`config.mk`:
```
export PLATFORM = sky130hd
export DESIGN_NAME = wb_burst_reader_flat
export DESIGN_NICKNAME = d
export VERILOG_FILES = /design/src/rtl/wb_burst_reader_pkg.sv /design/src/rtl/wb_burst_reader_if.sv /design/src/rtl/wb_burst_reader_sync_fifo.sv /design/src/rtl/wb_burst_reader.sv /design/src/flat_wrapper.sv
export SDC_FILE = /design/constraint.sdc
export NUM_CORES = 1
export LEC_CHECK = 0
export ABC_CLOCK_PERIOD_IN_PS = 8800
export CELL_PAD_IN_SITES_DETAIL_PLACEMENT = 0
export CELL_PAD_IN_SITES_GLOBAL_PLACEMENT = 1
export CORE_ASPECT_RATIO = 0.75
export CORE_MARGIN = 5
export CORE_UTILIZATION = 40
export DETAILED_ROUTE_END_ITERATION = 8
export PLACE_DENSITY = 0.59
export SYNTH_ARGS = -nofsm -noshare
export SYNTH_HDL_FRONTEND = slang
export SYNTH_SLANG_ARGS = --single-unit
```
`constraint.sdc`:
```
create_clock -name clk -period 8.8 [get_ports clk]
set_input_delay 1.76 -clock clk [delete_from_list [all_inputs] [get_ports clk]]
set_output_delay 1.76 -clock clk [all_outputs]
set_load 0.005 [all_outputs]
```
`src/rtl/wb_burst_reader_pkg.sv`:
```
// Shared constants and state type for the Wishbone burst read master.
package wb_burst_reader_pkg;

  localparam logic [2:0] CTI_CLASSIC = 3'b000;
  localparam logic [2:0] CTI_INC     = 3'b010;
  localparam logic [2:0] CTI_END     = 3'b111;
  localparam logic [1:0] BTE_LINEAR  = 2'b00;

  typedef enum logic [1:0] {
    IDLE,
    SPACE,
    BURST
  } state_e;

endpackage

```
`src/rtl/wb_burst_reader_if.sv`:
```
// Wishbone B4 read-side bus bundle between the burst reader and its slave.
interface wb_burst_reader_if;

  logic        wb_cyc;
  logic        wb_stb;
  logic        wb_we;
  logic [3:0]  wb_sel;
  logic [31:0] wb_adr;
  logic [2:0]  wb_cti;
  logic [1:0]  wb_bte;
  logic [31:0] wb_dat_sm;
  logic        wb_ack;
  logic        wb_err;
  logic        wb_rty;

  modport master (
    output wb_cyc, wb_stb, wb_we, wb_sel, wb_adr, wb_cti, wb_bte,
    input  wb_dat_sm, wb_ack, wb_err, wb_rty
  );

  modport slave (
    input  wb_cyc, wb_stb, wb_we, wb_sel, wb_adr, wb_cti, wb_bte,
    output wb_dat_sm, wb_ack, wb_err, wb_rty
  );

endinterface

```
`src/rtl/wb_burst_reader_sync_fifo.sv`:
```
// First-word fall-through FIFO with occupancy count; DEPTH must be a power of 2.
module sync_fifo #(
  parameter  int unsigned WIDTH = 32,
  parameter  int unsigned DEPTH = 32,
  localparam int unsigned AW    = $clog2(DEPTH),
  localparam int unsigned CW    = $clog2(DEPTH + 1)
) (
  input  logic             clk,
  input  logic             rst_n,
  input  logic             wr_en,
  input  logic [WIDTH-1:0] wr_data,
  input  logic             rd_en,
  output logic [WIDTH-1:0] rd_data,
  output logic             empty,
  output logic [CW-1:0]    count
);

  logic [WIDTH-1:0] mem_q [DEPTH];
  logic [AW-1:0]    wr_ptr_q, wr_ptr_d;
  logic [AW-1:0]    rd_ptr_q, rd_ptr_d;
  logic [CW-1:0]    count_q, count_d;
  logic             push, pop;

  // Pop only when data is present; a push on full is allowed when a pop frees the slot.
  always_comb begin
    pop      = rd_en && (count_q != '0);
    push     = wr_en && ((count_q != CW'(DEPTH)) || pop);
    wr_ptr_d = wr_ptr_q + AW'(push);
    rd_ptr_d = rd_ptr_q + AW'(pop);
    count_d  = count_q + CW'(push) - CW'(pop);
  end

  // Pointer and occupancy state.
  always_ff @(posedge clk or negedge rst_n) begin
    if (!rst_n) begin
      wr_ptr_q <= '0;
      rd_ptr_q <= '0;
      count_q  <= '0;
    end else begin
      wr_ptr_q <= wr_ptr_d;
      rd_ptr_q <= rd_ptr_d;
      count_q  <= count_d;
    end
  end

  // Storage array; contents are don't-care until written.
  always_ff @(posedge clk) begin
    if (push) mem_q[wr_ptr_q] <= wr_data;
  end

  // Head word is forced to zero while empty so the output never shows stale data.
  always_comb begin
    empty   = (count_q == '0);
    count   = count_q;
    rd_data = empty ? '0 : mem_q[rd_ptr_q];
  end

endmodule

```
`src/rtl/wb_burst_reader.sv`:
```
// Wishbone B4 incrementing-burst read master feeding a FWFT FIFO for a streaming consumer.
module wb_burst_reader
  import wb_burst_reader_pkg::*;
#(
  parameter logic [31:0] BASE_ADDR  = 32'h0,
  parameter int unsigned NUM_WORDS  = 2048,
  parameter int unsigned BURST_LEN  = 16,
  parameter int unsigned FIFO_DEPTH = 32
) (
  input  logic                clk,
  input  logic                rst_n,
  input  logic                start,
  output logic                busy,
  output logic                done,
  output logic                error,
  wb_burst_reader_if.master   wb,
  output logic [31:0]         out_data,
  output logic                out_valid,
  input  logic                out_ready
);

  localparam int unsigned RW = $clog2(NUM_WORDS + 1);
  localparam int unsigned BW = $clog2(BURST_LEN + 1);
  localparam int unsigned CW = $clog2(FIFO_DEPTH + 1);

  state_e          state_q, state_d;
  logic [31:0]     adr_q, adr_d;
  logic [RW-1:0]   remaining_q, remaining_d;
  logic [BW-1:0]   beats_q, beats_d;
  logic [2:0]      cti_q, cti_d;
  logic            cyc_q, cyc_d;
  logic            busy_q, busy_d;
  logic            done_q, done_d;
  logic            error_q, error_d;

  logic [CW-1:0]   fifo_count;
  logic            fifo_empty;
  logic            fifo_push;
  logic [31:0]     outstanding, free, blen;
  logic            unused_rty;

  // Retry needs no handling: without ack the beat simply stays on the bus.
  assign unused_rty = wb.wb_rty;

  // Next-state logic; free space excludes beats already promised to the current burst.
  always_comb begin
    outstanding = (state_q == BURST) ? 32'(beats_q) : '0;
    free        = 32'(FIFO_DEPTH) - 32'(fifo_count) - outstanding;
    blen        = (32'(remaining_q) < BURST_LEN) ? 32'(remaining_q) : BURST_LEN;

    state_d     = state_q;
    adr_d       = adr_q;
    remaining_d = remaining_q;
    beats_d     = beats_q;
    cti_d       = cti_q;
    cyc_d       = cyc_q;
    busy_d      = busy_q;
    done_d      = 1'b0;
    error_d     = error_q;
    fifo_push   = 1'b0;

    case (state_q)
      IDLE: begin
        if (start) begin
          state_d     = SPACE;
          adr_d       = BASE_ADDR;
          remaining_d = RW'(NUM_WORDS);
          error_d     = 1'b0;
          busy_d      = 1'b1;
        end
      end
      SPACE: begin
        if (free >= blen) begin
          beats_d = BW'(blen);
          cyc_d   = 1'b1;
          cti_d   = (blen == 32'd1) ? CTI_END : CTI_INC;
          state_d = BURST;
        end
      end
      BURST: begin
        if (wb.wb_err) begin
          error_d = 1'b1;
          cyc_d   = 1'b0;
          cti_d   = CTI_CLASSIC;
          busy_d  = 1'b0;
          state_d = IDLE;
        end else if (wb.wb_ack) begin
          fifo_push   = 1'b1;
          adr_d       = adr_q + 32'd4;
          beats_d     = beats_q - BW'(1);
          remaining_d = remaining_q - RW'(1);
          cti_d       = (beats_q == BW'(2)) ? CTI_END : CTI_INC;
          if (beats_q == BW'(1)) begin
            cyc_d = 1'b0;
            cti_d = CTI_CLASSIC;
            if (remaining_q == RW'(1)) begin
              done_d  = 1'b1;
              busy_d  = 1'b0;
              state_d = IDLE;
            end else begin
              state_d = SPACE;
            end
          end
        end
      end
      default: state_d = IDLE;
    endcase
  end

  // FSM, address, counters and registered bus/status outputs.
  always_ff @(posedge clk or negedge rst_n) begin
    if (!rst_n) begin
      state_q     <= IDLE;
      adr_q       <= '0;
      remaining_q <= '0;
      beats_q     <= '0;
      cti_q       <= CTI_CLASSIC;
      cyc_q       <= 1'b0;
      busy_q      <= 1'b0;
      done_q      <= 1'b0;
      error_q     <= 1'b0;
    end else begin
      state_q     <= state_d;
      adr_q       <= adr_d;
      remaining_q <= remaining_d;
      beats_q     <= beats_d;
      cti_q       <= cti_d;
      cyc_q       <= cyc_d;
      busy_q      <= busy_d;
      done_q      <= done_d;
      error_q     <= error_d;
    end
  end

  sync_fifo #(
    .WIDTH(32),
    .DEPTH(FIFO_DEPTH)
  ) u_fifo (
    .clk     (clk),
    .rst_n   (rst_n),
    .wr_en   (fifo_push),
    .wr_data (wb.wb_dat_sm),
    .rd_en   (out_ready),
    .rd_data (out_data),
    .empty   (fifo_empty),
    .count   (fifo_count)
  );

  // Output drive.
  always_comb begin
    wb.wb_cyc = cyc_q;
    wb.wb_stb = cyc_q;
    wb.wb_we  = 1'b0;
    wb.wb_sel = 4'hF;
    wb.wb_adr = adr_q;
    wb.wb_cti = cti_q;
    wb.wb_bte = BTE_LINEAR;
    busy      = busy_q;
    done      = done_q;
    error     = error_q;
    out_valid = !fifo_empty;
  end

endmodule

```
`src/flat_wrapper.sv`:
```
// flat-port wrapper written by rule: the top's interface ports become plain ports
module wb_burst_reader_flat import wb_burst_reader_pkg::*;
#(
  parameter logic [31:0] BASE_ADDR  = 32'h0,
  parameter int unsigned NUM_WORDS  = 2048,
  parameter int unsigned BURST_LEN  = 16,
  parameter int unsigned FIFO_DEPTH = 32
)
  (clk, rst_n, start, busy, done, error, out_data, out_valid, out_ready, wb_wb_cyc, wb_wb_stb, wb_wb_we, wb_wb_sel, wb_wb_adr, wb_wb_cti, wb_wb_bte, wb_wb_dat_sm, wb_wb_ack, wb_wb_err, wb_wb_rty);
  wb_burst_reader_if wb_i ();
  input  logic clk;
  input  logic rst_n;
  input  logic start;
  output logic busy;
  output logic done;
  output logic error;
  output logic [31:0] out_data;
  output logic out_valid;
  input  logic out_ready;
  output wire logic [$bits(wb_i.wb_cyc)-1:0] wb_wb_cyc;
  output wire logic [$bits(wb_i.wb_stb)-1:0] wb_wb_stb;
  output wire logic [$bits(wb_i.wb_we)-1:0] wb_wb_we;
  output wire logic [$bits(wb_i.wb_sel)-1:0] wb_wb_sel;
  output wire logic [$bits(wb_i.wb_adr)-1:0] wb_wb_adr;
  output wire logic [$bits(wb_i.wb_cti)-1:0] wb_wb_cti;
  output wire logic [$bits(wb_i.wb_bte)-1:0] wb_wb_bte;
  input wire logic [$bits(wb_i.wb_dat_sm)-1:0] wb_wb_dat_sm;
  input wire logic [$bits(wb_i.wb_ack)-1:0] wb_wb_ack;
  input wire logic [$bits(wb_i.wb_err)-1:0] wb_wb_err;
  input wire logic [$bits(wb_i.wb_rty)-1:0] wb_wb_rty;
  assign wb_wb_cyc = wb_i.wb_cyc;
  assign wb_wb_stb = wb_i.wb_stb;
  assign wb_wb_we = wb_i.wb_we;
  assign wb_wb_sel = wb_i.wb_sel;
  assign wb_wb_adr = wb_i.wb_adr;
  assign wb_wb_cti = wb_i.wb_cti;
  assign wb_wb_bte = wb_i.wb_bte;
  assign wb_i.wb_dat_sm = wb_wb_dat_sm;
  assign wb_i.wb_ack = wb_wb_ack;
  assign wb_i.wb_err = wb_wb_err;
  assign wb_i.wb_rty = wb_wb_rty;
  wb_burst_reader #(.BASE_ADDR(BASE_ADDR), .NUM_WORDS(NUM_WORDS), .BURST_LEN(BURST_LEN), .FIFO_DEPTH(FIFO_DEPTH)) u_core (.clk(clk), .rst_n(rst_n), .start(start), .busy(busy), .done(done), .error(error), .wb(wb_i), .out_data(out_data), .out_valid(out_valid), .out_ready(out_ready));
endmodule
```
==> flow_summary_export.csv <==
group,metric,value,unit
synth,yosys.area.top_type,"edfxtp_1",
synth,yosysSeqAreaShare,0.7474,
critical_path,start_kind,"flop",
job,max_cap_viol_count,0,
critical_path,reg2reg_from,"u_core.state_q[0]",
timing,finalCritPeriodShare,0.7116,
grt,antenna_found_initial,6,
critical_path,startpoint,"u_core.u_fifo.rd_ptr_q[1]",
final_layout,final_cells,3739,
timing,slew_viol_final,0,
synth,synth_top_area_frac,0.7065,
hold_path,min_from,"u_core.beats_q[0]",
route,via_per_inst,5.581,
grt,grt_pass1_wl,153000,um
synth,netlist_area,0.04352,mm^2
critical_path,critPathKind,"flop to primary output",
synth,yosys_warnings,0,
final_layout,syn2layout_area_growth,14.98,%
synth,synth.distinct_cells,55,
timing,hold_viol,0,
synth,synthArstFlopShare,0.06484,
synth,synthCells,2053,
place,place_ws,2799,ps
route,met3_length,6414,um
synth,synth_edf_count,1024,
timing,rsz0062_at_grt,"no",
route,routedWlPerCell,28.17,um
synth,ys.flop_type,"edfxtp_1",
grt,grtUsageTotal,0.1836,
clocking,cts_buffer_depth,3,
power_and_ir_drop,powerDensity,304.2,mW/mm^2
clocking,post-cts-setup-buffers,0,
place,io_buffers,108,
timing,setup_tns,0,ps
power_and_ir_drop,vdd_drop_max,0.0002175,V
hold_path,hold_path.class,"flop to flop",
route,drt_iter0_drc,2058,
synth,synthAdderAreaFrac,0.01472,
clocking,clock_sinks,1095,
timing,worst_pin_slew,1286,ps
grt,overflow,0,
synth,synth_xor_area_frac,0.009257,
route,routed_wl,105300,um
grt,grt_max_degree,93,
floorplanning,ios,119,
place,place_congestion,0.7540,
floorplanning,fp.coreArea,0.1076,mm^2
final_layout,drive_gt1_frac,0.2476,
floorplanning,die-area,0.1156,mm^2
clocking,ctsResizeCount,0,
floorplanning,start_util,0.4044,
final_layout,utilization,0.4650,
route,vias,20870,
floorplanning,num_rows,104,
place,place_hpwl,59910,um
clocking,tritoncts,"built",
route,drc_errors,0,
clocking,htree_levels,3,
timing,hold_ws,527.2,ps
clocking,cts_hold_buf,0,
timing,period_minus_slack,6262,ps
critical_path,worstPathArrival,4500,ps
floorplanning,chipWidth,390.9,um
synth,avgSynthCellArea,21.20,um^2
critical_path,cp-end-kind,"primary output",
synth,synthSimpleGateAreaFrac,0.02904,
place,place_inst,3545,
grt,grt_pass1_vias,21540,
synth,yosys_register_bits,1095,
timing,skew,20.58,ps
power_and_ir_drop,power.leakage,15.94,nW
critical_path,critPathMaxFanout,56,
clocking,cts_buffers,107,
clocking,cts-root-buf,"clkbuf_16",
timing,fmax,0.1597,GHz
synth,yosys-top-cells-area,"edfxtp_1 71%, mux4_2 17%, dfrtp_1 4.1%",
timing,setup_viol,0,
synth,synth_top_family_by_area,"multiplexers",
route,antenna_left,0,
route,wl_met2,47360,um
clocking,insertion_delay,680,ps
synth,synth_compound_area_frac,0.01518,
route,m1WireLength,49460,um
status,outcome,"complete, no violations",
route,drtPass1Iterations,5,
timing,slew_headroom,0.1403,
floorplanning,die_y,295.7,um
final_layout,final_net_count,2312,
critical_path,crit_required,7040,ps
synth,synth.area.mux_share,0.1661,
route,dr.max_layer_used,"met5",
clocking,clk_pin_slew,70,ps
timing,layout_setup_ws,2538,ps
-- report_power, final --
group	leakage, nW	switching, mW	total (mW)	internal [mW]
sequential	10.1	0.300	6.12	5.82
clock	1.71	1.92	4.58	2.66
combinational	4.11	2.24	4.52	2.28
-- worst max-delay path, cell delays in order (launching register included) --
cell and delay (ps):
dfrtp_4 1030, buf_4 830, mux4_2 430, mux4_2 610, nand3_1 160, o21ai_1 140, clkdlybuf4s50_1 550
-- cells in the mapped netlist, drive strengths merged, types with 15 or more instances --
| cell type | instances |
|---|---|
| nand4 | 15 |
| nor2 | 88 |
| dfrtp | 71 |
| nand2 | 40 |
| edfxtp | 1024 |
| ha | 48 |
| buf | 61 |
| mux4 | 320 |
| xor2 | 21 |
| inv | 57 |
| xnor2 | 25 |
| clkbuf | 51 |
| nand3 | 54 |
| o21ai | 52 |
| a21oi | 23 |
-- metrics by stage --
stage	power [mW]	area, um^2
2_1_floorplan	9.198	43570
3_3_place_gp	10.79	46550
4_1_cts	15.43	50040
6_report	15.22	50040
5_1_grt	15.98	50040
3_5_place_dp	10.82	46550
-- metal layers --
| metal | up-vias | track usage |
|---|---|---|
| li1 | 8796 | - |
| met1 | 11290 | 0.2854 |
| met2 | 637 | 0.2735 |
| met3 | 142 | 0.03390 |
| met4 | 2 | 0.03872 |
| met5 | - | 0 |
-- cell usage in the layout, fill, tap and decap left out, types with 4 or more instances in the layout --
master	netlist	final
edfxtp_1	1024	1024
mux4_2	320	320
clkbuf_16	0	111
clkdlybuf4s50_1	0	107
dfrtp_1	71	66
inv_1	57	57
nor2_1	87	55
nand3_1	54	53
buf_4	20	49
ha_1	48	48
nand2_1	40	40
o21ai_1	34	34
nor2_4	0	32
xnor2_1	25	25
a21oi_1	23	23
xor2_1	21	21
clkinv_1	0	21
clkbuf_1	51	19
o21ai_0	18	18
clkinv_2	0	18
conb_1	2	16
nand4_1	15	15
bufinv_16	0	12
or3_1	10	10
nor3_1	9	9
nor2b_1	7	7
a31oi_1	7	7
nand3b_1	6	6
o211ai_1	6	6
nand2b_1	6	5
and4_1	4	4
dfrtp_4	0	4
-- worst paths after layout --
check | end | slack, ps | depth (start not counted)
max | out_data[13] | 2540 | 6
min | u_core.beats_q[0] | 530 | 1
max reg2reg | u_core.beats_q[0] | 3990 | 15
min reg2reg | u_core.beats_q[0] | 530 | 1
max in group asynchronous | u_core.u_fifo.rd_ptr_q[2] | 6850 | 1
min in group asynchronous | u_core.beats_q[4] | 1210 | 1
-- state kept, by name, summed over array words and instances, names as in the netlist --
name,cells
u_core.state_q,2
u_core.u_fifo.rd_ptr_q,5
u_core.u_fifo.mem_q,1024
u_core.wb.wb_cyc,1
u_core.wb.wb_adr,30
u_core.u_fifo.wr_ptr_q,5
u_core.u_fifo.count,6
u_core.remaining_q,12
u_core.busy,1
u_core.beats_q,5
u_core.done,1
u_core.error,1
u_core.wb.wb_cti,2
-- layout make-up --
class                           count  area [um^2]
Clock buffer                      132         2877
Sequential cell                  1095        32540
Fill cell                        8890        57570
Inverter                           57        214.0
Timing Repair Buffer              159         1499
Multi-Input combinational cell    803        10510
Antenna cell                        2        5.005
Clock inverter                     60        606.8
Tap cell                         1431         1790
-- kinds of logic after synthesis --
group,Yosys count
muxes,322
and+or+nand+nor,257
DFF,1095
other,2
buffers and inverters,169
xor gates and xnor gates,46
adders and majority gates,50
AOI/OAI and AO/OA,112
(Power assumes the default switching activity.)
